$ cat src/rtl/stochastic_number_generator.sv
// -----------------------------------------------------------------------------
// stochastic_number_generator
//
// Purpose
//   Binary-to-stochastic converter. A DATA_WIDTH-bit unsigned value is
//   accepted in IDLE and turned into STREAM_LEN serial bits. The ones-density
//   of the stream is value/(2^DATA_WIDTH-1). Each bit is the result of
//   comparing a maximal-length Galois LFSR sample against the stored value.
//   sc_bit/sc_valid are meant to feed a downstream shift register's
//   data_in/shift pins directly.
//
// Parameters
//   DATA_WIDTH  width of the value and of the LFSR, legal range 4..16
//   STREAM_LEN  number of bits emitted per conversion, >= 1
//   SEED        LFSR reset/reseed value; a zero seed is replaced by 1
//
// Ports
//   clk       in   rising-edge clock
//   rst       in   asynchronous active-low reset
//   in_valid  in   value presented for conversion
//   in_ready  out  high only in IDLE
//   value     in   unsigned input, captured on accept
//   hold      in   stall while RUN (freezes LFSR, beat counter and state)
//   sc_bit    out  stochastic bit, meaningful when sc_valid is high
//   sc_valid  out  one beat of the stream
//   busy      out  high in RUN and DONE
//   done      out  one-cycle pulse in the cycle after the last beat
//
// Configuration macro
//   SNG_RESEED_EN  defined:   the LFSR is reloaded with SEED on every accept,
//                             so streams are repeatable and period-aligned.
//                  undefined: the LFSR free-runs across conversions and keeps
//                             stepping in IDLE and DONE, so consecutive
//                             streams are decorrelated. Only rst reloads SEED.
// -----------------------------------------------------------------------------
module stochastic_number_generator #(
    parameter int DATA_WIDTH = 8,
    parameter int STREAM_LEN = 255,
    parameter int SEED       = 1
) (
    input  logic                  clk,
    input  logic                  rst,
    input  logic                  in_valid,
    output logic                  in_ready,
    input  logic [DATA_WIDTH-1:0] value,
    input  logic                  hold,
    output logic                  sc_bit,
    output logic                  sc_valid,
    output logic                  busy,
    output logic                  done
);

    // Maximal-length feedback masks for a right-shifting Galois LFSR.
    function automatic logic [15:0] galoisTaps(input int width);
        case (width)
            4:       return 16'h000C;
            5:       return 16'h0014;
            6:       return 16'h0030;
            7:       return 16'h0060;
            8:       return 16'h00B8;
            9:       return 16'h0110;
            10:      return 16'h0240;
            11:      return 16'h0500;
            12:      return 16'h0E08;
            13:      return 16'h1C80;
            14:      return 16'h3802;
            15:      return 16'h6000;
            16:      return 16'hD008;
            default: return 16'h0000;
        endcase
    endfunction

    localparam int                  CW         = (STREAM_LEN < 1) ? 1 : $clog2(STREAM_LEN + 1);
    localparam logic [DATA_WIDTH-1:0] TAPS     = DATA_WIDTH'(galoisTaps(DATA_WIDTH));
    localparam logic [DATA_WIDTH-1:0] SEED_RAW = DATA_WIDTH'(SEED);
    // An all-zero LFSR never leaves zero, so a zero seed is replaced by 1.
    localparam logic [DATA_WIDTH-1:0] SEED_EFF = (SEED_RAW == '0) ? DATA_WIDTH'(1) : SEED_RAW;
    localparam logic [CW-1:0]         LAST_CNT = CW'(STREAM_LEN - 1);

    typedef enum logic [1:0] {
        IDLE = 2'd0,
        RUN  = 2'd1,
        DONE = 2'd2
    } state_t;

    state_t                state_q, state_d;
    logic [DATA_WIDTH-1:0] lfsr_q, lfsr_d;
    logic [DATA_WIDTH-1:0] value_q, value_d;
    logic [CW-1:0]         count_q, count_d;
    logic                  accept;

    // One Galois step: shift right and fold the taps in when a one falls out.
    // Non-zero states cycle through all 2^W-1 values, which is what makes the
    // ones count of a full-period stream equal the value exactly.
    function automatic logic [DATA_WIDTH-1:0] lfsrStep(input logic [DATA_WIDTH-1:0] s);
        return (s >> 1) ^ (s[0] ? TAPS : '0);
    endfunction

    assign in_ready = (state_q == IDLE);
    assign busy     = (state_q != IDLE);
    assign done     = (state_q == DONE);
    assign accept   = in_valid && in_ready;

    // A beat is any RUN cycle not stalled by hold; the bit is gated by the
    // beat so the shift register never sees a stray one.
    assign sc_valid = (state_q == RUN) && !hold;
    assign sc_bit   = (lfsr_q <= value_q) && sc_valid;

    // Next-state logic: accept in IDLE, one beat per unstalled RUN cycle,
    // single DONE cycle back to IDLE.
    always_comb begin
        state_d = state_q;
        value_d = value_q;
        count_d = count_q;
`ifdef SNG_RESEED_EN
        lfsr_d  = lfsr_q;
`else
        // Free-running: the generator steps every cycle except a stalled RUN
        // cycle, so back-to-back streams start from different states.
        lfsr_d  = lfsrStep(lfsr_q);
`endif

        case (state_q)
            IDLE: begin
                if (accept) begin
                    state_d = RUN;
                    value_d = value;
                    count_d = '0;
`ifdef SNG_RESEED_EN
                    lfsr_d  = SEED_EFF;
`endif
                end
            end

            RUN: begin
                if (sc_valid) begin
                    lfsr_d  = lfsrStep(lfsr_q);
                    count_d = count_q + CW'(1);
                    if (count_q == LAST_CNT) begin
                        state_d = DONE;
                    end
                end else begin
                    lfsr_d = lfsr_q;
                end
            end

            DONE: begin
                state_d = IDLE;
            end

            default: begin
                state_d = IDLE;
            end
        endcase
    end

    // State registers; reset aborts any stream in progress without a done pulse.
    always_ff @(posedge clk or negedge rst) begin
        if (!rst) begin
            state_q <= IDLE;
            lfsr_q  <= SEED_EFF;
            value_q <= '0;
            count_q <= '0;
        end else begin
            state_q <= state_d;
            lfsr_q  <= lfsr_d;
            value_q <= value_d;
            count_q <= count_d;
        end
    end

endmodule

$ cat config.mk
export PLATFORM = sky130hd
export DESIGN_NAME = stochastic_number_generator
export DESIGN_NICKNAME = d
export VERILOG_FILES = /design/src/rtl/stochastic_number_generator.sv
export SDC_FILE = /design/constraint.sdc
export NUM_CORES = 1
export LEC_CHECK = 0
export ABC_AREA = 1
export BUFFER_PORTS_ARGS = -buffer_cell sky130_fd_sc_hd__buf_2
export CAP_MARGIN = 20
export CORE_AREA = 2 2 54 56
export CTS_BUF_LIST = sky130_fd_sc_hd__clkbuf_2
export DETAILED_ROUTE_END_ITERATION = 10
export DIE_AREA = 0 0 56 58
export GPL_TIMING_DRIVEN = 0
export PLACE_DENSITY = 0.8
export SETUP_SLACK_MARGIN = 0.3
export SYNTH_ARGS = -nofsm -noshare
export SYNTH_HDL_FRONTEND = slang
export SYNTH_SLANG_ARGS = --single-unit
$ cat constraint.sdc
create_clock -name clk -period 2 [get_ports clk]
set_clock_uncertainty 0.2 [all_clocks]
set_input_delay 0.2 -clock clk [delete_from_list [all_inputs] [get_ports clk]]
set_output_delay 0.2 -clock clk [all_outputs]
set_load 0.02 [all_outputs]
Word level (Yosys, flattened, before mapping)
Index checks and enable logic that the tools add are counted.

storage, ports and cells
  flip-flop bits (word level) = 26
  word-level logic and storage cells = 33
  output and inout port bits = 5

cells by class
  equal/unequal tests = 6
  bitwise gates (word level) = 1
  reduce and logical (&&, ||, !) cells = 10
  muxes and demuxes = 10
  $lt $le $gt $ge = 1
  add/subtract/negate cells = 1

operator list
  operator             count
  $mux 8               5
  $pmux 8 s2           1
  $add 8x1->8 const B  1
  $eq 8x8->1 const B   1
  $le 8x8->1           1
  $xor 7x8->8          1
  $mux 2               3
  $reduce_and 3->1     2
  $ne 2x1->1 const B   2
  $pmux 2 s2           1
  $reduce_bool 2->1    2
  $logic_and 1x1->1    3
  $eq 2x1->1 const B   1
  $eq 2x2->1 const B   1
  $logic_not 2->1      1
  $ne 2x2->1 const B   1
  $reduce_and 2->1     1
  $logic_not 1->1      1

Longest topological paths before layout
Gate-level depths: netlist of run 1.

  word-level depth = 4
  gate-level depth with buffers = 10
  depth with buffers taken out = 10

Worst setup path before layout of run 1
No wires, ideal clock.

  path kind = reg2out
  from = register lfsr_q[0]
  to = output sc_bit
  slack = 261 ps
  stages on the path, launching flop included = 5
  arrival = 1,339 ps
  buffers on the path = 0
  path through = dfstp_2 > inv_1 > ha_1 > nand4_1 > a21oi_1

between the ends
  longest elaborated chain between the ends = 2

ends and longest elaborated chain
  what                    RTL line  RTL
  from (decl)             87        logic [DATA_WIDTH-1:0] lfsr_q, lfsr_d;
  from (signal assigned)  166       lfsr_q <= lfsr_d;
  $le 8x8->1              107       assign sc_bit = (lfsr_q <= value_q) && sc_valid;
  $logic_and 1x1->1       107
  to (decl)               47        output logic sc_bit,

No other way between the ends.

Final worst setup path of run 1
  from = register lfsr_q[7]
  to = output sc_bit

Same word-level chain as after synthesis.

==> results.json, run 1 <==
{
  "status": "finished with violations",
  "violations": "negative setup slack",
  "worst_slack_ns": -0.1266,
  "drive_above_1_share_pct": 32.85,
  "initial_core_util_pct": 52.30,
  "fin_crit_sh_pct": 106.3,
  "h-tree-depth": 1,
  "grt_max_degree": 27,
  "placedCellCount": 209,
  "clk_latency_ns": 0.37,
  "grt_pass1_wl_um": 5244,
  "synth_top_area_cell": "dfrtp_1",
  "yosys-top-cells-area": "dfrtp_1 45%, nand2_1 9.7%, ha_1 9.0%",
  "fp-row-count": 19,
  "dr.pass1.iters": 6,
  "placedInstanceArea_sq_um": 1515,
  "synth_edf_count": 0,
  "root_buffer": "clkbuf_2",
  "rsz0062_at_grt": "true",
  "antennaDiodeCount": 0,
  "critPathArrivalTime_ns": 1.73,
  "die_area_sq_um": 3248,
  "antenna_found_initial": 0,
  "drv_cap": 0,
  "io_pins": 17,
  "cts.sinks": 26,
  "synth_nets": 184,
  "path_clk_slew_ns": 0.24,
  "viasPerCell": 5.071,
  "core_sq_um": 2663,
  "ys.warnings.count": 0,
  "timing.final.crit_period_ns": 2.127,
  "syn_to_final_growth_pct": 34.23,
  "cp-start-kind": "register",
  "power_frac_seq_pct": 40.3,
  "swShare_pct": 39.32,
  "n_fill_cell": 185,
  "hold_viol": 0,
  "yosys-top-cells-count": "36 x nand2_1, 25 x dfrtp_1, 22 x inv_1, 17 x nor2_1, 12 x o21ai_0",
  "post_drt_wl_per_cell_um": 12.92,
  "vdd_ir_drop_max_v": 0.0009412,
  "grt-ovfl-total": 0,
  "worst_pin_slew_ns": 0.5752,
  "p_comb_share_pct": 49.8,
  "nets": 230,
  "worst_ep_required_time_ns": 1.60,
  "synth_ff_type": "dfrtp_1",
  "crit_type": "reg -> out",
  "leakagePower_nw": 0.9165,
  "wl_um": 3076,
  "fin_area_sq_um": 1869,
  "ys_ff_latch": 26,
  "drt_first_iter_violations": 40,
  "globalplace.congestion": 0.8499,
  "cp_max_fo": 2,
  "ant_nets": 0,
  "setup_viol": 1,
  "grt_usage_pct": 20.94,
  "cts_tree": "built",
  "finalNonFillerCells": 238,
  "place_hpwl_um": 2040,
  "worstSetupEndpointType": "output pin",
  "pwr-share-clk_pct": 9.9,
  "synth.most_common_cell": "nand2_1",
  "grt_pass1_vias": 1218,
  "cts_buffer_depth": 2,
  "vias": 1207,
  "avgSynthCellArea_sq_um": 8.596,
  "dieWidth_um": 56,
  "power_mw": 2.090,
  "intPower_mw": 1.268,
  "synthesis.area_sq_um": 1393,
  "maxSlewViolCount": 0,
  "netSwitchingPower_mw": 0.8219,
  "numCtsBuffers": 3,
  "post-synth-top-area-fraction_pct": 44.92,
  "async_flop_share_pct": 100.0,
  "yosysSeqAreaShare_pct": 46.81,
  "syn_inst": 162,
  "cellPowerDensity_nw_per_um2": 1118,
  "synthDistinctLibCells": 25,
  "die_y_um": 58,
  "max_freq_ghz": 0.4702,
  "drcViolationCount": 0,
  "hp-class": "in -> async",
  "relSlewSlack_pct": 61.65,
  "portBuffers": 16
}
[what timing repair did]
| action | in CTS | in global routing |
|---|---|---|
| endpoints found under the hold margin | 40 | 0 |
| pin swaps | 12 | 9 |
| hold buffers | 11 | 0 |
| resized for setup | 16 | 16 |
| setup endpoints to repair | 2 | 5 |
| setup buffers | 10 | 4 |
[metrics by stage]
stage                     setup WS, ns  util (%)  setup TNS [ns]  hold slack, ns
after floorplan                 0.3523         -               0         -0.2956
after global placement          0.2414     56.91               0         0.01300
after detailed placement        0.2017     56.91               0         0.02742
after CTS                      -0.1007     67.48         -0.1007          0.1322
after global routing           -0.2209     70.21         -0.2209          0.1317
final                          -0.1266     70.21         -0.1266          0.1070
[critical path, cell delays in order (launching register included)]
cell and delay (ns):
dfrtp_1 0.48, ha_4 0.27, a21o_1 0.16, nor2_1 0.09
nand2_1 0.08, a21oi_2 0.13, buf_6 0.13
[metal layers]
| layer | GRT usage, % | wire, um | part of all wire (%) |
|---|---|---|---|
| met2 | 37.31 | 1634 | 53 |
| met3 | 5.580 | 148 | 4.8 |
| met1 | 24.60 | 1254 | 41 |
| met5 | 0 | 0 | 0 |
| met4 | 7.143 | 38 | 1.2 |
[cell usage in the layout, fill, tap and decap left out, types with 6 or more instances in the layout]
cell            n
nand2_1        34
a21oi_1         6
dfrtp_1        25
inv_2          11
dlygate4sd3_1  11
buf_2          13
o21ai_0        12
nor2_1         16
buf_4          14
inv_1          13
[power by group through the flow]
stage	sequential (mW)	clock (mW)	combinational (mW)
after global placement	0.842	0	0.617
after floorplan	0.812	0	0.519
after detailed placement	0.852	0	0.661
after global routing	0.865	0.229	1.15
after CTS	0.833	0.206	0.925
final	0.843	0.207	1.04
[kinds of logic (layout without fill, tap and decap cells)]
logic type               count (synthesis)  after routing  share of synthesized area [%]
XOR/XNOR                                 5              5                          3.145
buffers and inverters                   27             72                          7.637
AO/OA/AOI/OAI                           23             23                          9.165
adder cells (fa/ha/maj)                 10             10                          8.985
AND/OR/NAND/NOR                         69             69                          22.64
flip-flops                              26             26                          46.81
multiplexers                             2              2                          1.617
[worst paths after layout]
path / startpoint / endpoint / slack (ns) / depth (start not counted)
max in group asynchronous: rst / lfsr_q[0] / 1.12 / 2
min in group clk: value[0] / value_q[0] / 0.34 / 4
min: rst / count_q[7] / 0.11 / 2
min reg2reg: value_q[2] / value_q[2] / 0.36 / 2
max reg2reg: state_q[1] / value_q[3] / 0.39 / 6
max: lfsr_q[7] / sc_bit / -0.13 / 6
[sequential cells by signal, indices dropped and copies added (netlist names)]
name     count
count_q      8
lfsr_q       8
state_q      2
value_q      8
[final cells by class]
cell class                      instances  area (sq um)  share of cell area, %
Tap cell                               31         38.79                  2.075
Sequential cell                        26         651.9                  34.87
Inverter                               25         96.34                  5.154
Multi-Input combinational cell        109         726.9                  38.89
Clock buffer                            3         15.01                 0.8032
Clock inverter                          1         3.754                 0.2008
Timing Repair Buffer                   41         324.1                  17.34
Buffer                                  2         12.51                 0.6693
Power figures use the tool's default switching activity.
==> inputs of run 2 (changes only) <==
- CORE_AREA: 2 2 54 56 -> 2 2 62 49
- DIE_AREA: 0 0 56 58 -> 0 0 64 51
==> run 2 against run 1 <==
The flow still finishes with violations (negative setup slack). Final cell count unchanged. Flip-flop and latch count is the same. Clock power down 6%. Largest power group unchanged. Sequential share of layout area up 1.2 points. Highest routed layer unchanged. Non-clock buffer count fell by 7.
==> results.json, run 2 (same netlist as run 1, synthesis figures left out) <==
{
  "status": "finished with violations",
  "violations": "negative setup slack",
  "cp_max_fo": 2,
  "grt_usage_pct": 19.68,
  "worstSetupEndpointType": "output pin",
  "cellPowerDensity_nw_per_um2": 1057,
  "critPathArrivalTime_ns": 1.73,
  "utilization_pct": 65.89,
  "drive_above_1_share_pct": 27.50,
  "cp-start-kind": "register",
  "top_regs": "count_q (8), lfsr_q (8), value_q (8)",
  "hold_viol": 0,
  "max_freq_ghz": 0.4701,
  "worst_slack_ns": -0.1274,
  "fin_area_sq_um": 1808,
  "cts.sinks": 26,
  "fin_crit_sh_pct": 106.4,
  "h-tree-depth": 1,
  "initial_core_util_pct": 50.75,
  "dieWidth_um": 64,
  "core_sq_um": 2744,
  "tns_ns": -0.1274,
  "n_fill_cell": 225,
  "viasPerCell": 4.971,
  "place_hpwl_um": 2070,
  "drv_cap": 0,
  "die_area_sq_um": 3264,
  "vdd_ir_drop_max_v": 0.0005430,
  "timing.final.crit_period_ns": 2.127,
  "final_common_cell": "nand2_1",
  "cts_tree": "built",
  "path_clk_slew_ns": 0.24,
  "power_mw": 1.910,
  "placedInstanceArea_sq_um": 1524,
  "drt_first_iter_violations": 95,
  "grt-ovfl-total": 0,
  "io_pins": 17,
  "hp-class": "in -> async",
  "antenna_found_initial": 0,
  "wl_um": 2955,
  "final_cell_mix": "35 x nand2_1, 25 x dfrtp_1, 17 x inv_1",
  "die_y_um": 51,
  "crit_type": "reg -> out",
  "grt_pass1_vias": 1151,
  "leakagePower_nw": 0.8869,
  "globalplace.congestion": 0.8989,
  "numCtsBuffers": 3,
  "worst_pin_slew_ns": 0.5763,
  "cts_buffer_depth": 2,
  "ant_nets": 0,
  "fp-row-count": 17,
  "maxSlewViolCount": 0,
  "setup_viol": 1,
  "worst_ep_required_time_ns": 1.60,
  "grt_pass1_wl_um": 4947,
  "relSlewSlack_pct": 61.58,
  "drcViolationCount": 0,
  "grt_max_degree": 27,
  "portBuffers": 16,
  "vias": 1183,
  "clk_latency_ns": 0.35,
  "dr.pass1.iters": 4,
  "post_drt_wl_per_cell_um": 12.42,
  "rsz0062_at_grt": "true",
  "nets": 223,
  "root_buffer": "clkbuf_2",
  "antennaDiodeCount": 0,
  "syn_to_final_growth_pct": 29.83
}
## run 2: changes by cell type in the layout (fill, tap and decap cells not counted)
cell,previous run,this run
buf_4,14,8
inv_1,13,17
inv_2,11,7
ha_1,5,7
ha_4,5,3
buf_2,13,12
nand2_1,34,35
nand2_2,3,2
nor2_1,16,15
nor2_4,3,4
## run 2: final cells by class
cell class	count	area [sq um]	area share (%)
Clock inverter	1	3.754	0.2076
Inverter	25	96.34	5.329
Sequential cell	26	651.9	36.06
Buffer	2	12.51	0.6920
Clock buffer	3	15.01	0.8305
Multi-Input combinational cell	109	706.9	39.10
Timing Repair Buffer	34	274.0	15.16
Tap cell	38	47.55	2.630
## run 2: critical path, stage by stage, from the launching register on
cell     delay (ns)
dfrtp_1        0.42
inv_1          0.10
ha_4           0.22
a21o_1         0.15
nor2_1         0.13
nand2_1        0.08
a21oi_2        0.12
buf_4          0.15
## run 2: final timing paths
| kind | from | end | slack [ns] | cells after the start |
|---|---|---|---|---|
| min in group clk | value_q[0] | value_q[0] | 0.32 | 2 |
| max in group asynchronous | rst | lfsr_q[0] | 1.07 | 2 |
| setup reg to reg | state_q[1] | value_q[7] | 0.43 | 7 |
| hold reg to reg | value_q[0] | value_q[0] | 0.32 | 2 |
| hold / removal | rst | state_q[0] | 0.13 | 2 |
| setup / recovery | value_q[7] | sc_bit | -0.13 | 7 |
## run 2: through the flow
| stage | hold WS [ns] | setup WS, ns | cells |
|---|---|---|---|
| after floorplan | -0.2956 | 0.3523 | 162 |
| after global placement | 0.02473 | 0.2045 | 216 |
| final | 0.1260 | -0.1274 | 238 |
| after detailed placement | 0.03309 | 0.2047 | 216 |
| after global routing | 0.1380 | -0.2708 | 238 |
| after CTS | 0.1441 | -0.1654 | 236 |
## run 2: timing repair
| action | in CTS | in global routing |
|---|---|---|
| endpoints found under the setup margin | 2 | 5 |
| cloned | 0 | 0 |
| resized for setup | 5 | 22 |
| hold buffers | 11 | 0 |
| hold endpoints to repair | 40 | 0 |
| buffers inserted | 5 | 2 |
| pin swaps | 5 | 5 |
## run 2: power breakdown
part / switching [mW] / internal (mW) / leakage [nW]
registers: 0.142 / 0.697 / 0.319
logic: 0.456 / 0.421 / 0.554
clock network: 0.152 / 0.0434 / 0.0140
## run 2: layer usage
layer | vias to the layer above | track usage [%] | part of all wire, %
met4 | 0 | 3.623 | 0.58
met2 | 32 | 34.72 | 51
met1 | 556 | 25.39 | 44
met5 | - | 0 | 0
li1 | 593 | - | -
met3 | 2 | 3.965 | 3.9
==> inputs of run 3 (changes only) <==
- CELL_PAD_IN_SITES_DETAIL_PLACEMENT: not set -> 0
- CELL_PAD_IN_SITES_GLOBAL_PLACEMENT: not set -> 1
- CORE_AREA: 2 2 62 49 -> 2 2 68 54
- DIE_AREA: 0 0 64 51 -> 0 0 70 56
- PLACE_DENSITY: 0.8 -> 0.85
==> run 3 against run 2 <==
The run still ends with negative setup slack left. Final cell count rose by 2.5%. Utilization fell by 8.3 points. Routed wire length rose by 0.20%. Cell area rose by 1.9%. Critical path depth fell by 1. Sequential power fell by 1%. Via count fell by 1.1%. First-iteration DRC count fell by 61%. Clock-buffer cell count did not move. Fmax fell by 3.4%. Total power rose by 3.7%. Critical endpoint unchanged.
==> results.json, run 3 (same netlist as run 1, synthesis figures left out) <==
{
  "tns_ns": -0.2016,
  "fp-row-count": 18,
  "finalNonFillerCells": 244,
  "utilization_pct": 57.63,
  "hp-class": "in -> async",
  "drv_cap": 0,
  "final_cell_mix": "35 x nand2_1, 25 x dfrtp_1, 15 x inv_1",
  "cellPowerDensity_nw_per_um2": 1075,
  "cts.sinks": 26,
  "hold_viol": 0,
  "path_cells": "ha_2, nand2_1, nor2_2, nand4_1, a21oi_2, buf_4",
  "path_clk_slew_ns": 0.25,
  "crit_type": "reg -> out",
  "placedCellCount": 218,
  "io_pins": 17,
  "worst_ep_required_time_ns": 1.60,
  "core_sq_um": 3198,
  "h-tree-depth": 1,
  "worst_pin_slew_ns": 0.5761,
  "cts_tree": "built",
  "violations": "negative setup slack",
  "vias": 1170,
  "slowest_delay_ns": 0.46,
  "worst_hold_slack_ns": 0.1223,
  "maxSlewViolCount": 0,
  "grt_usage_pct": 15.95,
  "relSlewSlack_pct": 61.59,
  "crit_buf_inv": 1,
  "portBuffers": 16,
  "wl_um": 2961,
  "status": "finished with violations",
  "viasPerCell": 4.795,
  "grt-ovfl-total": 0,
  "globalplace.congestion": 0.7865,
  "ant_nets": 0,
  "dieWidth_um": 70,
  "worstSetupEndpointType": "output pin",
  "max_freq_ghz": 0.4542,
  "syn_to_final_growth_pct": 32.35,
  "cts_buffer_depth": 2,
  "post_drt_wl_per_cell_um": 12.14,
  "worst_slack_ns": -0.2016,
  "fin_area_sq_um": 1843,
  "critPathTopFamily": "flip-flops",
  "die_y_um": 56,
  "place_hpwl_um": 2020,
  "timing.final.crit_period_ns": 2.202,
  "antennaDiodeCount": 0,
  "place_ws_ns": 0.1846,
  "drive_above_1_share_pct": 31.37,
  "setup_viol": 1,
  "clk_latency_ns": 0.36,
  "placedInstanceArea_sq_um": 1526,
  "vdd_ir_drop_max_v": 0.0004851,
  "cp-start-kind": "register",
  "dr.pass1.iters": 5,
  "top_regs": "count_q (8), lfsr_q (8), value_q (8)",
  "power_mw": 1.980,
  "fin_crit_sh_pct": 110.1,
  "numCtsBuffers": 3,
  "grt_max_degree": 27,
  "grt_pass1_wl_um": 5043,
  "drcViolationCount": 0,
  "rsz0062_at_grt": "true",
  "antenna_found_initial": 0,
  "slowest_stage": "dfrtp_1",
  "grt_pass1_vias": 1125,
  "leakagePower_nw": 0.9034,
  "root_buffer": "clkbuf_2",
  "cp_max_fo": 3,
  "die_area_sq_um": 3920,
  "nets": 227,
  "critPathArrivalTime_ns": 1.80,
  "final_common_cell": "nand2_1",
  "drt_first_iter_violations": 37,
  "initial_core_util_pct": 43.54
}
-- run 3: cell count changes in the layout (fill, tap and decap cells not counted), moves of 2 or more --
cell	previous run	this run
nor2_2	0	3
buf_4	8	12
nor2_1	15	13
ha_2	0	2
inv_1	17	15
-- run 3: path summary, 6_finish.rpt --
| check | endpoint | from | cells after the start | slack, ns |
|---|---|---|---|---|
| worst max-delay path | sc_bit | lfsr_q[4] | 6 | -0.20 |
| worst min-delay path | lfsr_q[4] | rst | 2 | 0.12 |
| worst max register to register | value_q[3] | state_q[1] | 6 | 0.42 |
| worst min register to register | lfsr_q[7] | lfsr_q[0] | 2 | 0.31 |
| min in group clk | lfsr_q[7] | lfsr_q[0] | 2 | 0.31 |
| max in group asynchronous | lfsr_q[0] | rst | 2 | 1.07 |
-- run 3: area by class of cell --
class,instances,area [sq um]
flip-flops and latches,26,651.9
inverters,25,98.84
multi-input cells,109,706.9
clock buffers,3,15.01
plain buffers,2,12.51
well taps,40,50.05
fillers,294,1355
clock inverters,1,3.754
repair buffers,38,304.0
-- run 3: power breakdown --
group,switching [mW],internal (mW),leakage (nW)
Clock,0.155,0.0434,0.0140
Combinational,0.483,0.469,0.570
Sequential,0.133,0.697,0.319
Total,0.771,1.21,0.903
-- run 3: what timing repair did --
item / 4_1_cts / 5_1_grt
hold endpoints to repair: 40 / 0
cloned: 0 / 0
pin swaps: 6 / 7
buffers inserted: 7 / 4
setup endpoints to repair: 2 / 7
resized for setup: 9 / 24
hold buffers: 11 / 0
-- run 3: worst register-to-register path, delay by kind of cell (launching register included) --
kind,cells,cell delay (ns)
AOI/OAI and AO/OA,1,0.09
buffers and inverters,3,0.43
DFF,1,0.48
and+or+nand+nor,2,0.27
-- run 3: routing by layer --
layer | global-route usage, % | routed length (um) | up-vias
met5 | 0 | 0 | -
met4 | 1.648 | 14 | 0
met2 | 27.48 | 1462 | 22
met1 | 20.82 | 1376 | 550
li1 | - | - | 596
met3 | 4.348 | 107 | 2
